<file path="config.mk">
export PLATFORM = sky130hd
export DESIGN_NAME = wb_port_arbiter
export DESIGN_NICKNAME = d
export VERILOG_FILES = /design/src/rtl/wb_port_arbiter.sv
export SDC_FILE = /design/constraint.sdc
export NUM_CORES = 1
export LEC_CHECK = 0
export ABC_AREA = 1
export CAP_MARGIN = 0
export CORE_MARGIN = 3
export CORE_UTILIZATION = 30
export CTS_CLUSTER_SIZE = 24
export DETAILED_ROUTE_END_ITERATION = 16
export SETUP_SLACK_MARGIN = 0.02
export SLEW_MARGIN = 20
export SYNTH_ARGS = -nofsm -noshare
export SYNTH_HDL_FRONTEND = slang
export SYNTH_SLANG_ARGS = --single-unit
</file>
<file path="constraint.sdc">
create_clock -name clk -period 2.7 [get_ports clk]
set_clock_uncertainty 0.05 [all_clocks]
set_input_delay 0.27 -clock clk [delete_from_list [all_inputs] [get_ports clk]]
set_output_delay 0.27 -clock clk [all_outputs]
set_load 0.02 [all_outputs]
</file>
<file path="src/rtl/wb_port_arbiter.sv">
// GRF write-port arbiter: pipeline writes pass straight through, side-unit results
// wait in a small FIFO and fill idle write slots, with RAW/starvation stall requests.
module wb_port_arbiter #(
  parameter int DEPTH      = 2,
  parameter int STARVE_MAX = 4
) (
  input  logic        clk,
  input  logic        reset,
  input  logic        pipe_we,
  input  logic [4:0]  pipe_addr,
  input  logic [31:0] pipe_wd,
  input  logic        side_valid,
  input  logic [4:0]  side_addr,
  input  logic [31:0] side_wd,
  output logic        side_ready,
  input  logic [4:0]  rd_addr1,
  input  logic [4:0]  rd_addr2,
  output logic        rf_we,
  output logic [4:0]  rf_addr,
  output logic [31:0] rf_wd,
  output logic        stall_req,
  output logic        pending
);

  localparam int PTR_W = (DEPTH > 1) ? $clog2(DEPTH) : 1;
  localparam int CNT_W = $clog2(DEPTH + 1);
  localparam int AGE_W = $clog2(STARVE_MAX + 1);

  logic [4:0]       ent_addr [DEPTH];
  logic [31:0]      ent_data [DEPTH];
  logic [DEPTH-1:0] ent_valid;
  logic [PTR_W-1:0] head;
  logic [PTR_W-1:0] tail;
  logic [CNT_W-1:0] count;
  logic [AGE_W-1:0] age;

  logic pw;
  logic empty;
  logic head_valid;
  logic has_room;
  logic sacc;
  logic bypass;
  logic pop;
  logic push;
  logic hit;
  logic starve;

  // A squashed head is dropped every cycle; a valid head only loses to a pipeline write.
  always_comb begin
    pw         = pipe_we && (pipe_addr != 5'd0);
    empty      = (count == '0);
    head_valid = !empty && ent_valid[head];
    has_room   = (count < CNT_W'(DEPTH));
    side_ready = !reset && has_room;
    sacc       = side_valid && side_ready;
    bypass     = !pw && empty && sacc && (side_addr != 5'd0);
    pop        = !empty && (!ent_valid[head] || !pw);
    push       = sacc && !bypass && (side_addr != 5'd0) && !(pw && (side_addr == pipe_addr));
  end

  always_comb begin
    rf_we   = 1'b0;
    rf_addr = 5'd0;
    rf_wd   = 32'd0;
    if (!reset) begin
      if (pw) begin
        rf_we   = 1'b1;
        rf_addr = pipe_addr;
        rf_wd   = pipe_wd;
      end else if (head_valid) begin
        rf_we   = 1'b1;
        rf_addr = ent_addr[head];
        rf_wd   = ent_data[head];
      end else if (bypass) begin
        rf_we   = 1'b1;
        rf_addr = side_addr;
        rf_wd   = side_wd;
      end
    end
  end

  always_comb begin
    hit = 1'b0;
    for (int i = 0; i < DEPTH; i++) begin
      if (ent_valid[i] &&
          (((rd_addr1 != 5'd0) && (ent_addr[i] == rd_addr1)) ||
           ((rd_addr2 != 5'd0) && (ent_addr[i] == rd_addr2))))
        hit = 1'b1;
    end
    starve    = (age >= AGE_W'(STARVE_MAX));
    stall_req = !reset && (hit || starve);
    pending   = !reset && (|ent_valid);
  end

  // Payload storage needs no reset: validity lives in ent_valid.
  always_ff @(posedge clk) begin
    if (push) begin
      ent_addr[tail] <= side_addr;
      ent_data[tail] <= side_wd;
    end
  end

  // A pipeline write is younger than anything queued, so it kills queued writes to the same register.
  always_ff @(posedge clk or posedge reset) begin
    if (reset) begin
      head      <= '0;
      tail      <= '0;
      count     <= '0;
      age       <= '0;
      ent_valid <= '0;
    end else begin
      for (int i = 0; i < DEPTH; i++) begin
        if (pw && (ent_addr[i] == pipe_addr))
          ent_valid[i] <= 1'b0;
      end
      if (pop) begin
        ent_valid[head] <= 1'b0;
        head            <= head + PTR_W'(1);
      end
      if (push) begin
        ent_valid[tail] <= 1'b1;
        tail            <= tail + PTR_W'(1);
      end
      count <= count + CNT_W'(push) - CNT_W'(pop);
      if (pop || empty)
        age <= '0;
      else if (head_valid && (age < AGE_W'(STARVE_MAX)))
        age <= age + AGE_W'(1);
    end
  end

endmodule
</file>
# After elaboration in Yosys (flattened, before gate mapping)
# Memory sizes are Yosys's and may differ from the RTL's.
# Index checks and enable logic that the tools add are counted.
word_totals:
  in_bits: 88
  mem_count: 2
  reg_bits: 9
  ram_bits: 74
memory_table:
  columns: ["memory", "depth", "width", "read_ports", "rd_ports_with_merged_regs", "wr", "line", "rtl"]
  rows:
  - ["ent_data", 2, 32, 1, 0, 1, "30", "logic [31:0] ent_data [DEPTH];"]
  - ["ent_addr", 2, 5, 3, 0, 1, "29", "logic [4:0] ent_addr [DEPTH];"]
classes:
  n_lt_le_gt_ge: 7
  n_eq_ne: 7
  bitwise: 3
  n_reduce_logical: 43
  add_sub_neg: 5
  mux: 28
ops:
  columns: ["op", "count"]
  rows:
  - ["$mux 32", 4]
  - ["$eq 5x5->1", 7]
  - ["$logic_and 1x1->1", 25]
  - ["$mux 5", 4]
  - ["$reduce_bool 5->1", 4]
  - ["$mux 1", 14]
  - ["$logic_not 1->1", 6]
  - ["$mux 3", 2]
  - ["$logic_or 1x1->1", 5]
  - ["$lt 1x2->1 const B", 2]
  - ["$mux 2", 2]
  - ["$add 3x1->3 const B", 1]
  - ["$ge 3x3->1 const B", 1]
  - ["$lt 3x3->1 const B", 1]
  - ["$add 1x1->1 const B", 2]
  - ["$add 2x1->2", 1]
  - ["$and 2x2->2", 1]
  - ["$demux 1 s1", 2]
  - ["$ge 1x1->1 const B", 2]
  - ["$logic_not 2->1", 1]
  - ["$lt 2x2->1 const B", 1]
  - ["$not 2->2", 1]
  - ["$or 2x2->2", 1]
  - ["$reduce_bool 2->1", 1]
  - ["2 further kinds", 2]

# Depth between registers and ports, before layout
# Gate-level depths: netlist of the first run.
logic_depth:
  word_depth: 12
  ltp_mapped: 11
  ltp_nobuf: 11

# Least setup slack after synthesis of the first run
# OpenSTA, ideal clock, no wires.
synth_timing:
  path_kind: "flip-flop to flip-flop"
  from: "register count[1]"
  to: "memory ent_addr[0][0] (enable)"
  t_required_ns: 2.258
  arrival_time_ns: 1.809
  path_stages_with_launch: 6
  setup_time_ns: 0.392
  setup_slack_ns: 0.450
  cell_sequence: "dfrtp_1 -> nor2_2 -> nand3_1 -> nor2_1 -> nand3b_1 -> inv_1"
synth_via:
  elab_chain_len: 11
  word_cells_on_any_way: 13
  classes_between: "order compare (1); mux (2); reduce/logical (10)"
synth_rtl:
  columns: ["item", "line", "rtl"]
  rows:
  - ["start: declaration", "34", "logic [CNT_W-1:0] count;"]
  - ["start signal: assignment", "124", "count <= count + CNT_W'(push) - CNT_W'(pop);"]
  - ["$lt 2x2->1 *", "53", "has_room = (count < CNT_W'(DEPTH));"]
  - ["$logic_and 1x1->1 *", "54", "side_ready = !reset && has_room;"]
  - ["named net side_ready", "15", "output logic side_ready,"]
  - ["$logic_and 1x1->1 *", "55", "sacc = side_valid && side_ready;"]
  - ["$logic_and 1x1->1 (2 in a row)", "56", "bypass = !pw && empty && sacc && (side_addr != 5'd0);"]
  - ["$logic_not 1->1", "58", "push = sacc && !bypass && (side_addr != 5'd0) && !(pw && (side_addr == pipe_addr));"]
  - ["$logic_and 1x1->1 * (3 in a row)", "58", null]
  - ["$mux 1 *", "97", "if (push) begin"]
  - ["$mux 1 (not written as such) *", "98", "ent_addr[tail] <= side_addr;"]
  - ["end: declaration", "29", null]
# The timed path passes the listed nets; every way through them passes the cells marked *.

==> results of run 1 <==
[flip-flops by register name (all words and copies together) (netlist names)]
name       flops
count          2
tail           1
age            3
ent_valid      2
ent_data      64
ent_addr      10
head           1
[area by class of cell]
class | instances | area share [%]
clock buffers | 11 | 3.52
clock inverters | 5 | 0.814
inverters | 23 | 1.31
multi-input cells | 316 | 28.3
flip-flops and latches | 83 | 37.1
well taps | 184 | 3.48
repair buffers | 153 | 25.5
[per-layer routing]
metal / GRT usage [%] / routed length, um
met1: 19.4 / 5470
met2: 25.0 / 5960
met3: 3.93 / 719
met4: 5.81 / 274
met5: 0 / 0
[worst max-delay path by stage]
stage | start | endpoint | slack, ns | cells after the start
after floorplan | count[1] | ent_addr[0][0] | 0.45 | 5
after global placement | side_addr[0] | rf_wd[22] | 0.06 | 9
after detailed placement | side_addr[0] | rf_addr[1] | 0.06 | 9
after CTS | head | rf_wd[12] | 0.02 | 9
after global routing | ent_addr[0][3] | stall_req | 0.03 | 12
final | ent_addr[0][3] | stall_req | 0.24 | 12
[cell families (layout without fill, tap and decap cells)]
family                     Yosys count  in the layout  share of synthesized area (%)
xor gates and xnor gates            33             33                           6.30
DFF                                 83             83                           53.3
and+or+nand+nor                    130            130                           12.2
buffers and inverters               51            192                           6.11
AOI/OAI and AO/OA                  116            116                           13.8
adders and majority gates            3              3                          0.818
muxes                               34             34                           7.41
[worst max-delay path: cells and delay by family (launching register included)]
family        cells  cell delay, ns
buf+inv           3            0.80
flops             1            0.47
simple gates      9            0.55
[metrics by stage]
stage	worst slack (ns)	hold WS, ns	utilization, %	instances	instance area, um2
3_3_place_gp	0.0607	0.421	42.2	759	6230
3_5_place_dp	0.0579	0.447	42.2	759	6230
4_1_cts	0.0211	0.414	44.1	775	6510
5_1_grt	0.0315	0.275	44.8	775	6610
6_report	0.235	0.278	44.8	775	6610
2_1_floorplan	0.450	0.319	-	450	4590
[synth_stat cells, drive strengths merged]
cell type / number / area share, %
edfxtp: 74 / 48
dfrtp: 9 / 4.9
o21ai: 78 / 8.7
nand2: 49 / 4.6
clkbuf: 8 / 0.74
inv: 23 / 1.9
mux2i: 34 / 7.4
xnor2: 16 / 3.1
nor2: 59 / 5.0
ha: 3 / 0.82
or2: 1 / 0.14
a31oi: 38 / 5.2
nand3b: 2 / 0.33
nand3: 12 / 1.3
nand4: 3 / 0.41
buf: 20 / 3.5
nor3: 4 / 0.44
xor2: 17 / 3.2
[power by group]
part           internal [uW]  total [uW]  switching (uW)
combinational            744        1660             916
clock                    713        1180             468
sequential              1550        1650            94.7
==> flow_metrics.env, run 1 <==
export IMPL_status="completed"
export IMPL_crit_type="reg2out"
export IMPL_regArea_um2=2450
export IMPL_cpMostUsedCell="nand2_1"
export IMPL_dieArea_um2=16800
export IMPL_cts_tree="built"
export IMPL_final_setup_viol_count=0
export IMPL_post_cts_resized=1
export IMPL_via_count=3785
export IMPL_grt_pass1_wl_um=20000
export IMPL_finalPower_uw=4490
export IMPL_fmax_mhz=406
export IMPL_cts_buffers=9
export IMPL_multi_input_area_um2=1870
export IMPL_place_hpwl_um=8970
export IMPL_hp_start="side_addr[0]"
export IMPL_drc=0
export IMPL_drive_above_1_share_pct=8.97
export IMPL_fp_row_count=44
export IMPL_die_h_um=130
export IMPL_start_kind="flop"
export IMPL_drv_slew=0
export IMPL_clkSlewWorstSetupHoldPaths_ns=0.06
export IMPL_cts_sinks=83
export IMPL_tightest_slew_ns=0.340
export IMPL_die_x_um=130
export IMPL_fillCellCount=1413
export IMPL_whs_path_depth=1
export IMPL_via_per_inst=4.88
export IMPL_finalHoldViolCount=0
export IMPL_antenna_found_initial=0
export IMPL_crit_chain="inv_1 > nand2_1 > nand2_1 > nand2_1 > nor2_1 > nand2_1 > nand2_1 > nand2_1 > nand3_1 > nand2_1 > inv_1 > clkdlybuf4s50_1"
export IMPL_required_ns=2.38
export IMPL_syn_to_final_growth_pct=44.0
export IMPL_start_util_pct=31.1
export IMPL_grt_use_total_pct=15.2
export IMPL_hold_end="ent_addr[0][0]"
export IMPL_layout_common_cells="clkdlybuf4s50_1 (89), edfxtp_1 (74), o21ai_0 (71)"
export IMPL_slew_headroom_pct=77.4
export IMPL_netlist_area_um2=4590
export IMPL_fin_nets=677
export IMPL_cts_root_buf="clkbuf_16"
export IMPL_setup_tns_ns=0
export IMPL_post_cts_buffers=0
export IMPL_reg2reg_slack_ns=0.87
export IMPL_numPortBuffers=128
export IMPL_design_core_area_um2=14800
export IMPL_drt_iter0_markers=185
export IMPL_ctsHoldBuffers=0
export IMPL_syn_area_per_cell_um2=10.2
export IMPL_hp_class="in2reg"
export IMPL_final_common_cell="clkdlybuf4s50_1"
export IMPL_synthesis_nets=541
export IMPL_fin_crit_sh_pct=91.3
export IMPL_fin_crit_ns=2.46
export IMPL_synthCells=450
export IMPL_routed_wl_um=12400
export IMPL_vdd_ir_drop_max_mv=0.367
export IMPL_end_kind="output pin"
export IMPL_r2r_end="count[1]"
export IMPL_worstRegToRegCells=8
export IMPL_crit_path_max_incr_delay_ns=0.60
export IMPL_synthDistinctLibCells=28
export IMPL_yosysWarnings=0
export IMPL_grt_ovfl_total=0
export IMPL_seq_area_frac_synth_pct=53.3
export IMPL_ys_seq_elements=83
export IMPL_antenna_cells=0
export IMPL_maxCapViolCount=0
export IMPL_grt_max_degree=41
export IMPL_routedWlPerCell_um=16.0
export IMPL_worstPathArrival_ns=2.14
export IMPL_worst_skew_pair_late_latency_ns=0.33
export IMPL_htreeDepth=3
export IMPL_p_per_area_nw_per_um2=679
export IMPL_grt_pass1_vias=3908
export IMPL_r2r_start="count[1]"
export IMPL_gp_congestion=0.833
export IMPL_cp_slowest_cell="clkdlybuf4s50_1"
export IMPL_leakage_uw=0.00303
export IMPL_path_max_fanout=4
export IMPL_clock_path_buffers=2
export IMPL_drt_first_pass_iters=4
export IMPL_rsz0062_at_grt="no"
export IMPL_io_pins=129
export IMPL_detail_route_antenna_nets=0
Note: power is estimated with default switching activity, not from simulation.
==> run 2: changes to the inputs <==
--- a/config.mk
+++ b/config.mk
@@ -8,9 +8,10 @@
 export ABC_AREA = 1
 export CAP_MARGIN = 0
 export CORE_MARGIN = 3
-export CORE_UTILIZATION = 30
+export CORE_UTILIZATION = 40
 export CTS_CLUSTER_SIZE = 24
 export DETAILED_ROUTE_END_ITERATION = 16
+export PLACE_DENSITY = 0.69
 export SETUP_SLACK_MARGIN = 0.02
 export SLEW_MARGIN = 20
 export SYNTH_ARGS = -nofsm -noshare
==> flow_metrics.env, run 2 (synthesis gave the netlist of run 1 again) <==
export IMPL_worstRegToRegCells=6
export IMPL_routed_wl_um=12100
export IMPL_finalHoldViolCount=0
export IMPL_fin_crit_sh_pct=93.2
export IMPL_drt_first_pass_iters=4
export IMPL_antenna_found_initial=0
export IMPL_fin_nets=681
export IMPL_die_h_um=113
export IMPL_grt_max_degree=41
export IMPL_drive_above_1_share_pct=9.58
export IMPL_drv_slew=0
export IMPL_hold_slack_ns=0.450
export IMPL_final_common_cell="clkdlybuf4s50_1"
export IMPL_grt_pass1_vias=3953
export IMPL_fin_crit_ns=2.52
export IMPL_end_kind="output pin"
export IMPL_path_max_fanout=20
export IMPL_tightest_slew_ns=0.279
export IMPL_rsz0062_at_grt="no"
export IMPL_io_pins=129
export IMPL_ctsHoldBuffers=0
export IMPL_maxCapViolCount=0
export IMPL_detail_route_antenna_nets=0
export IMPL_start_kind="flop"
export IMPL_design_core_area_um2=11000
export IMPL_required_ns=2.38
export IMPL_antenna_cells=0
export IMPL_whs_path_depth=2
export IMPL_htreeDepth=3
export IMPL_grt_ovfl_total=0
export IMPL_grt_pass1_wl_um=19300
export IMPL_numPortBuffers=128
export IMPL_regMostFlops="ent_data"
export IMPL_clkSlewWorstSetupHoldPaths_ns=0.06
export IMPL_fmax_mhz=398
export IMPL_gp_congestion=0.903
export IMPL_final_setup_viol_count=0
export IMPL_slew_headroom_pct=81.2
export IMPL_via_per_inst=5.23
export IMPL_place_hpwl_um=8500
export IMPL_status="completed"
export IMPL_p_per_area_nw_per_um2=697
export IMPL_reg_top3="ent_data (64), ent_addr (10), age (3)"
export IMPL_setup_tns_ns=0
export IMPL_worstPathArrival_ns=2.20
export IMPL_clock_path_buffers=2
export IMPL_drt_iter0_markers=274
export IMPL_crit_type="reg2out"
export IMPL_cts_root_buf="clkbuf_16"
export IMPL_largest_reg_flops=64
export IMPL_hp_class="reg2reg"
export IMPL_dieArea_um2=12800
export IMPL_vdd_ir_drop_max_mv=0.342
export IMPL_syn_to_final_growth_pct=42.9
export IMPL_layout_common_cells="clkdlybuf4s50_1 (91), edfxtp_1 (74), o21ai_0 (71)"
export IMPL_worst_skew_pair_late_latency_ns=0.33
export IMPL_drc=0
export IMPL_start_util_pct=41.6
export IMPL_fp_row_count=38
export IMPL_cts_tree="built"
export IMPL_leakage_uw=0.00296
export IMPL_die_x_um=113
export IMPL_cts_buffers=9
export IMPL_routedWlPerCell_um=16.5
export IMPL_cts_sinks=83
export IMPL_via_count=3842
export IMPL_grt_use_total_pct=18.8
==> run 2: cell types whose count changed in the layout (fill, tap and decap cells not counted), moves of 2 or more <==
cell and delta:
clkinv_2 -3, buf_4 +4, buf_12 -3, buf_6 +2, dlymetal6s2s_1 -7, dlygate4sd2_1 +6
clkdlybuf4s50_1 +2, clkinvlp_4 +3
==> run 2: critical path, cell delays in order (launching register included) <==
cell and delay (ns):
dfrtp_2 0.44, inv_1 0.09, nand2_1 0.08, nand2_4 0.10, nand2_8 0.13, o21ai_0 0.18
a31oi_1 0.06, nor2_1 0.15, clkdlybuf4s50_1 0.63
==> run 2: timing repair <==
item / 4_1_cts / 5_1_grt
setup endpoints to repair: 31 / 32
pin swaps: 0 / 1
resized for setup: 9 / 33
buffers inserted: 0 / 1
==> run 2: layout make-up <==
cell class	count	area (um2)
fillers	926	4470
flip-flops and latches	83	2450
multi-input cells	316	1880
repair buffers	157	1660
clock buffers	11	243
well taps	140	175
inverters	23	86.3
clock inverters	5	61.3
==> run 2: per-layer routing <==
layer	vias to the layer above	GRT usage (%)	share of wire [%]
li1	1887	-	-
met1	1810	24.1	43
met2	132	32.0	50
met3	13	3.48	5.7
met4	0	6.49	1.5
met5	-	0	0
==> run 2: final timing paths <==
path	start	to	slack, ns
max in group asynchronous	reset	head	1.88
min	tail	tail	0.45
max reg2reg	count[1]	ent_data[0][25]	0.78
min reg2reg	tail	tail	0.45
max	head	rf_addr[4]	0.18
min in group asynchronous	reset	age[2]	0.54
==> run 2: report_power, final <==
part | internal (uW) | switching (uW) | total, uW
Clock | 744 | 476 | 1220
Sequential | 1550 | 89.3 | 1640
Combinational | 776 | 935 | 1710
Total | 3070 | 1500 | 4570
==> run 2: stage by stage <==
| step | std cells | total power [uW] | setup slack (ns) | area [um2] | util (%) |
|---|---|---|---|---|---|
| after detailed placement | 718 | 3370 | -0.0990 | 6150 | 55.8 |
| final | 735 | 4570 | 0.185 | 6560 | 59.5 |
| after floorplan | 450 | 2770 | 0.450 | 4590 | - |
| after global placement | 718 | 3340 | -0.0521 | 6150 | 55.8 |
| after global routing | 735 | 4820 | 0.0315 | 6560 | 59.5 |
| after CTS | 734 | 4610 | 0.00114 | 6470 | 58.6 |
==> run 3: changes to the inputs <==
--- a/config.mk
+++ b/config.mk
@@ -8,10 +8,10 @@
 export ABC_AREA = 1
 export CAP_MARGIN = 0
 export CORE_MARGIN = 3
-export CORE_UTILIZATION = 40
+export CORE_UTILIZATION = 48
 export CTS_CLUSTER_SIZE = 24
 export DETAILED_ROUTE_END_ITERATION = 16
-export PLACE_DENSITY = 0.69
+export PLACE_DENSITY = 0.8
 export SETUP_SLACK_MARGIN = 0.02
 export SLEW_MARGIN = 20
 export SYNTH_ARGS = -nofsm -noshare
==> flow_metrics.env, run 3 (synthesis gave the netlist of run 1 again) <==
export IMPL_status="completed"
export IMPL_die_x_um=104
export IMPL_detail_route_antenna_nets=0
export IMPL_final_setup_viol_count=0
export IMPL_regMostFlops="ent_data"
export IMPL_syn_to_final_growth_pct=38.8
export IMPL_via_per_inst=5.43
export IMPL_crit_chain="clkdlybuf4s50_1 > nor3_1 > nand2_1 > nand3_1 > nor2_2 > buf_6 > a31oi_1 > nor2_1 > clkdlybuf4s50_1"
export IMPL_start_util_pct=49.4
export IMPL_clock_path_buffers=2
export IMPL_drc=0
export IMPL_crit_type="in2out"
export IMPL_largest_reg_flops=64
export IMPL_grt_ovfl_total=0
export IMPL_io_pins=129
export IMPL_design_core_area_um2=9280
export IMPL_reg_top3="ent_data (64), ent_addr (10), age (3)"
export IMPL_drt_iter0_markers=242
export IMPL_crit_path_max_incr_delay_ns=0.61
export IMPL_routedWlPerCell_um=16.8
export IMPL_fin_nets=680
export IMPL_cpMostUsedCell="clkdlybuf4s50_1"
export IMPL_drive_above_1_share_pct=9.43
export IMPL_clkSlewWorstSetupHoldPaths_ns=0.09
export IMPL_fin_crit_ns=2.56
export IMPL_p_per_area_nw_per_um2=667
export IMPL_leakage_uw=0.00277
export IMPL_gp_congestion=0.901
export IMPL_ctsHoldBuffers=0
export IMPL_end_kind="output pin"
export IMPL_via_count=3924
export IMPL_layout_common_cells="clkdlybuf4s50_1 (92), edfxtp_1 (74), o21ai_0 (71)"
export IMPL_final_common_cell="clkdlybuf4s50_1"
export IMPL_dieArea_um2=10800
export IMPL_hp_class="in2async"
export IMPL_fin_crit_sh_pct=94.7
export IMPL_grt_use_total_pct=21.9
export IMPL_cp_slowest_cell="clkdlybuf4s50_1"
export IMPL_slew_headroom_pct=73.9
export IMPL_start_kind="input port"
export IMPL_finalHoldViolCount=0
export IMPL_cts_tree="built"
export IMPL_rsz0062_at_grt="no"
export IMPL_fmax_mhz=391
export IMPL_hold_slack_ns=0.353
export IMPL_htreeDepth=3
export IMPL_drv_slew=0
export IMPL_worstPathArrival_ns=2.24
export IMPL_fp_row_count=35
export IMPL_grt_max_degree=41
export IMPL_multi_input_area_um2=1890
export IMPL_grt_pass1_vias=3939
export IMPL_setup_tns_ns=0
export IMPL_tightest_slew_ns=0.392
export IMPL_place_hpwl_um=8550
export IMPL_fillCellCount=720
export IMPL_antenna_cells=0
export IMPL_path_max_fanout=22
export IMPL_maxCapViolCount=0
export IMPL_cts_sinks=83
export IMPL_die_h_um=104
export IMPL_numPortBuffers=128
export IMPL_antenna_found_initial=0
export IMPL_grt_pass1_wl_um=19200
export IMPL_cts_root_buf="clkbuf_8"
export IMPL_routed_wl_um=12200
export IMPL_regArea_um2=2450
export IMPL_required_ns=2.38
export IMPL_worst_skew_pair_late_latency_ns=0.35
export IMPL_cts_buffers=9
export IMPL_vdd_ir_drop_max_mv=0.388
export IMPL_drt_first_pass_iters=5
## run 3: cell types whose count changed in the layout (fill, tap and decap cells not counted), moves of 2 or more
| cell | delta |
|---|---|
| clkbuf_16 | -9 |
| clkbuf_8 | +8 |
| clkinv_2 | +2 |
| clkinv_4 | +2 |
| clkinvlp_4 | -3 |
| dlygate4sd2_1 | +11 |
| dlymetal6s2s_1 | -12 |
## run 3: area by class of cell
type | instances | share of cell area (%)
Clock inverter | 7 | 1.18
Timing Repair Buffer | 155 | 25.0
Multi-Input combinational cell | 317 | 29.6
Clock buffer | 9 | 1.94
Sequential cell | 83 | 38.4
Inverter | 23 | 1.35
Tap cell | 129 | 2.53
## run 3: path summary, 6_finish.rpt
check / depth (start not counted) / start / endpoint / slack (ns)
max: 9 / side_addr[2] / rf_wd[12] / 0.14
min: 3 / reset / count[1] / 0.35
max reg2reg: 8 / count[1] / count[1] / 0.79
min reg2reg: 2 / tail / tail / 0.46
max in group asynchronous: 3 / reset / head / 2.08
min in group clk: 2 / tail / tail / 0.46
## run 3: per-stage QoR
step | instance area [um2] | instances | util, % | worst slack, ns | total power, uW
after floorplan | 4590 | 450 | - | 0.450 | 2770
after global placement | 6120 | 706 | 65.9 | 0.128 | 3300
after detailed placement | 6120 | 706 | 65.9 | 0.0830 | 3350
after CTS | 6310 | 722 | 67.9 | 0.0205 | 4240
after global routing | 6370 | 723 | 68.7 | 0.0223 | 4480
final | 6370 | 723 | 68.7 | 0.144 | 4250
## run 3: power by group
part           switching (uW)  internal [uW]  leakage (uW)
Sequential               87.1           1550      0.000785
Clock                     457            434      0.000104
Combinational             981            741       0.00188
## run 3: critical path, delay by kind of cell
kind,cells,cell delay [ns]
AND/OR/NAND/NOR,5,0.48
buffers and inverters,3,1.37
AO/OA/AOI/OAI,1,0.10
## run 3: routing by layer
layer	GRT usage [%]	vias up	routed length, um
met5	0	-	0
met4	6.36	0	180
met3	4.55	19	784
met2	36.6	167	6020
met1	29.0	1851	5160
li1	-	1887	-
## run 3: repair_timing
action,CTS,global route
resized for setup,18,21
cloned,0,1
pin swaps,0,1
setup buffers,0,0
endpoints found under the setup margin,28,22
